[config.mk]
export PLATFORM = sky130hd
export DESIGN_NAME = bitwise_reduce_nbit
export DESIGN_NICKNAME = d
export VERILOG_FILES = /design/src/rtl/bitwise_reduce_nbit.sv
export SDC_FILE = /design/constraint.sdc
export NUM_CORES = 1
export LEC_CHECK = 0
export CORE_MARGIN = 2
export CORE_UTILIZATION = 56
export DETAILED_ROUTE_END_ITERATION = 12
export HOLD_SLACK_MARGIN = 0.03
export PLACE_DENSITY = 0.85
export SYNTH_ARGS = -nofsm -noshare
export SYNTH_HDL_FRONTEND = slang
export SYNTH_SLANG_ARGS = --single-unit
export TNS_END_PERCENT = 30
[constraint.sdc]
create_clock -name clk -period 2.6 [get_ports clk]
set_input_delay 0.26 -clock clk [delete_from_list [all_inputs] [get_ports clk]]
set_output_delay 0.26 -clock clk [all_outputs]
set_load 0.05 [all_outputs]
[src/rtl/bitwise_reduce_nbit.sv]
// Streaming bitwise reducer: folds LEN operands of W bits with OR/AND/XOR/NOR
// and presents the result on a registered valid/ready port.
module bitwise_reduce_nbit #(
  parameter int W     = 32,
  parameter int LEN_W = 5
) (
  input  logic             clk,
  input  logic             rst_n,
  input  logic             start,
  input  logic [1:0]       op,
  input  logic [LEN_W-1:0] len,
  input  logic             in_valid,
  output logic             in_ready,
  input  logic [W-1:0]     in_data,
  output logic             out_valid,
  input  logic             out_ready,
  output logic [W-1:0]     out_data,
  output logic             busy
);

  typedef enum logic [1:0] {
    S_IDLE,
    S_ACCUM,
    S_OUT
  } state_t;

  localparam logic [1:0] OP_OR  = 2'b00;
  localparam logic [1:0] OP_AND = 2'b01;
  localparam logic [1:0] OP_XOR = 2'b10;
  localparam logic [1:0] OP_NOR = 2'b11;

  localparam logic [LEN_W-1:0] ONE = {{(LEN_W-1){1'b0}}, 1'b1};

  state_t           r_state;
  logic [W-1:0]     r_acc;
  logic [W-1:0]     r_out;
  logic [LEN_W-1:0] r_cnt;
  logic [LEN_W-1:0] r_len;
  logic [1:0]       r_op;

  logic             w_fire;
  logic             w_last;
  logic [W-1:0]     w_acc_nx;
  logic [W-1:0]     w_post_nx;
  logic [W-1:0]     w_ident;
  logic [W-1:0]     w_empty;

  assign in_ready  = (r_state == S_ACCUM);
  assign out_valid = (r_state == S_OUT);
  assign busy      = (r_state != S_IDLE);
  assign out_data  = r_out;

  assign w_fire = in_valid & in_ready;
  assign w_last = (r_cnt == (r_len - ONE));

  // NOR folds as OR; the inversion is applied once on the way out
  always_comb begin
    w_acc_nx = r_acc;
    unique case (r_op)
      OP_OR:   w_acc_nx = r_acc | in_data;
      OP_AND:  w_acc_nx = r_acc & in_data;
      OP_XOR:  w_acc_nx = r_acc ^ in_data;
      OP_NOR:  w_acc_nx = r_acc | in_data;
      default: w_acc_nx = r_acc;
    endcase
  end

  assign w_post_nx = (r_op == OP_NOR) ? ~w_acc_nx : w_acc_nx;
  assign w_ident   = (op == OP_AND) ? '1 : '0;
  assign w_empty   = (op == OP_NOR) ? ~w_ident : w_ident;

  always_ff @(posedge clk or negedge rst_n) begin
    if (!rst_n) begin
      r_state <= S_IDLE;
      r_acc   <= '0;
      r_out   <= '0;
      r_cnt   <= '0;
      r_len   <= '0;
      r_op    <= OP_OR;
    end else begin
      unique case (r_state)
        S_IDLE: begin
          if (start) begin
            r_op  <= op;
            r_len <= len;
            r_cnt <= '0;
            r_acc <= w_ident;
            if (len == '0) begin
              r_out   <= w_empty;
              r_state <= S_OUT;
            end else begin
              r_state <= S_ACCUM;
            end
          end
        end
        S_ACCUM: begin
          if (w_fire) begin
            r_acc <= w_acc_nx;
            r_cnt <= r_cnt + ONE;
            if (w_last) begin
              r_out   <= w_post_nx;
              r_state <= S_OUT;
            end
          end
        end
        S_OUT: begin
          if (out_ready) r_state <= S_IDLE;
        end
        default: r_state <= S_IDLE;
      endcase
    end
  end

endmodule

==> impl_results.md <==
- Nets: 812
- Number of global-route vias before repair: between 4000 and 5000
- Final clock skew: 15.43 ps
- Site Rows: 36
- Pwr Total: 9.562 mW
- Slew @ Worst Pin: between 1000 and 1500 ps
- Final period utilization: roughly 86%
- CP Capture Type: flip-flop
- Number of port buffers: just under 80
- R2R Path Start: r_len[0]$_DFFE_PN0P_
- CTS tree: yes
- Pins over their slew limit: 0
- GRT Residual Overflow: 0
- Final hold violations: 0
- Post-DRT Antenna Nets: 0
- Cells after Synth: 632
- Min cycle time layout: approximately 2200 ps
- First-pass GRT wire length: 23040 µm
- Clock tree sinks: between 70 and 80
- Chip width: about 100 µm
- Total number of vias: roughly 4600
- Worst Path Class, Setup: reg2reg
- Mapped Area: ~0.0056 mm²
- Slew HR: 31.57%
- Worst-path cell chain: inv_1 > ha_1 > xor2_1 > o211ai_2 > a211oi_4 > a31oi_4 > buf_4 > o2bb2ai_1
- Core Region: 0.009774 mm²
- Maximum VDD drop: between 0.7 and 0.8 mV
- Resize count post-CTS: 0
- DR iter-0 viols: approximately 230
- TritonCTS Buffers: 9
- Max stage delay on crit path: approximately 400 ps
- Layout area overhead: 19.32%
- Routability congestion estimate: approximately 0.83
- Data arrival, critical path: ~2500 ps
- DR WL/cell: around 17 µm
- CP max-delay cell: dfrtp_1
- Clock Latency Late Sink: about 360 ps
- Largest net degree at the start of global routing: a little under 80
- Post-synthesis sequential area ratio: approximately 35%
- Max-Cap Viols: 0
- Total Neg Setup Slack: 0 ps
- Synth cell types: 38
- Post-Syn Nets: between 700 and 800
- Die area: 0.01089 mm²
- Clock root cell: clkbuf_8
- Initial Util: between 50% and 60%
- CP max FO: 33
- Status: completed
- Pre-antenna DRT Iters: 4
- FILL cells: 769
- Share of layout cells above drive strength 1: around 10%
- Pwr Density: about 1400 mW/mm²
- Startpoint Class: flip-flop
- Htree depth: 3
- Hold Buf Count CTS: 0
- RSZ-0062 raised after global routing: false
- Worst path required time: between 2000 and 3000 ps
- Ys Warns: 0
- Clock buffer depth: 2
- Routed wire length: 13830 µm
- Buffer count from post-CTS setup fixing: 0
- Max Freq: ~450 MHz
- Vias per cell: between 5 and 6
- Setup violations, final: 0
- Io pins: 79
- Antenna diodes: 0
- Post-route DRC: 0
- Worst-path clk slew: approximately 90 ps
- CP Launch Point: r_len[0]$_DFFE_PN0P_
- Hold slack: 69.22 ps
- #FFs+latches synth: 78
- Global-route usage over all layers: 26.03%
- DP HPWL: 9198 µm
- Die Y: around 100 µm
- LEAKAGE: 3.267 nW
- Initial antenna violation count: 0
- Min-delay worst type: in2async
- Commonest non-fill, non-tap cell in the layout: dfrtp_1
- Commonest non-fill, non-tap cells in the layout: dfrtp_1, clkdlybuf4s50_1, nand2_1
- Syn_area_per_cell: between 8 and 9 µm²
-- metal layers --
| layer | part of all wire, % | up-vias | GRT usage, % |
|---|---|---|---|
| met1 | 42 | 2267 | 32.48 |
| met3 | 5.3 | 24 | 3.446 |
| met5 | 0 | - | 0 |
| met2 | 51 | 145 | 45.80 |
| li1 | - | 2176 | - |
| met4 | 1.6 | 0 | 9.653 |
-- logic make-up after synthesis --
group | share of synthesized area, %
muxes | 0.7762
buffers and inverters | 8.272
adders and majority gates | 15.30
xor gates and xnor gates | 6.365
and+or+nand+nor | 18.21
AOI/OAI and AO/OA | 16.48
DFF | 34.60
-- final timing paths --
kind | end | slack [ps] | cells past startpoint
worst min register to register | out_data[4]$_DFFE_PN0P_ | 510 | 1
worst min-delay path | out_data[28]$_DFFE_PN0P_ | 70 | 1
worst max register to register | out_data[3]$_DFFE_PN0P_ | 360 | 8
worst max-delay path | out_data[3]$_DFFE_PN0P_ | 360 | 8
min in group clk | r_state[1]$_DFFE_PN0P_ | 450 | 2
max in group asynchronous | r_acc[8]$_DFFE_PN0P_ | 1860 | 1
-- synth_stat cells --
master,instances,share of area (%)
a211oi_4,1,0.35
a21o_1,1,0.13
a21oi_1,35,3.1
a311oi_2,1,0.27
a31oi_1,32,3.5
a31oi_4,1,0.38
and3_1,1,0.11
and4_2,1,0.18
and4bb_1,1,0.22
buf_1,4,0.27
buf_2,4,0.35
buf_6,7,1.4
clkbuf_1,22,1.5
dfrtp_1,78,35
ha_1,69,15
inv_1,71,4.7
inv_2,1,0.066
mux2_2,3,0.60
mux2i_1,1,0.18
nand2_1,72,4.8
nand2b_1,34,3.8
nand3_1,1,0.089
nand3b_1,1,0.13
nand4_1,1,0.11
nand4b_1,1,0.16
nor2_1,69,4.6
nor2b_1,32,3.5
nor3_1,2,0.18
nor3b_2,1,0.22
o211a_1,1,0.18
o211ai_2,1,0.22
o21ai_0,7,0.62
o21ai_2,1,0.16
o2bb2ai_1,9,1.4
o2bb2ai_2,23,6.1
or2_2,1,0.11
xnor2_1,4,0.62
xor2_1,37,5.7
-- where the power goes --
part	total (mW)	switching (mW)	internal, mW
registers	2.31	0.518	1.79
logic	6.34	3.90	2.44
clock network	0.913	0.477	0.436
total	9.56	4.90	4.67
-- registers in the layout, summed over array words and instances, names as in the netlist --
register / cells
out_data: 32
r_acc: 32
r_cnt: 5
r_len: 5
r_op: 2
r_state: 2
-- cell type report --
cell class / instances / area (µm²) / area share, %
flip-flops and latches: 78 / 1952 / 29.00
repair buffers: 93 / 900.9 / 13.38
inverters: 72 / 270.3 / 4.015
multi-input cells: 445 / 3254 / 48.35
clock inverters: 6 / 63.81 / 0.9480
clock buffers: 9 / 123.9 / 1.840
well taps: 133 / 166.4 / 2.472
-- stage by stage --
step           std cells  util, %  worst slack (ps)  instance area [µm²]
6_report             836    68.87             358.7                 6731
5_1_grt              836    68.87             242.9                 6731
4_1_cts              836    68.87             365.1                 6731
3_5_place_dp         821    66.95             347.0                 6544
3_3_place_gp         821    66.95             466.5                 6544
2_1_floorplan        632        -             744.6                 5642
-- critical path, delay by kind of cell (launching register included) --
| kind | cells | cell delay [ps] |
|---|---|---|
| buffers and inverters | 2 | 360 |
| xor gates and xnor gates | 1 | 200 |
| adders and majority gates | 1 | 310 |
| DFF | 1 | 400 |
| AOI/OAI and AO/OA | 4 | 800 |
No activity file was read; power rests on OpenSTA's default activity.
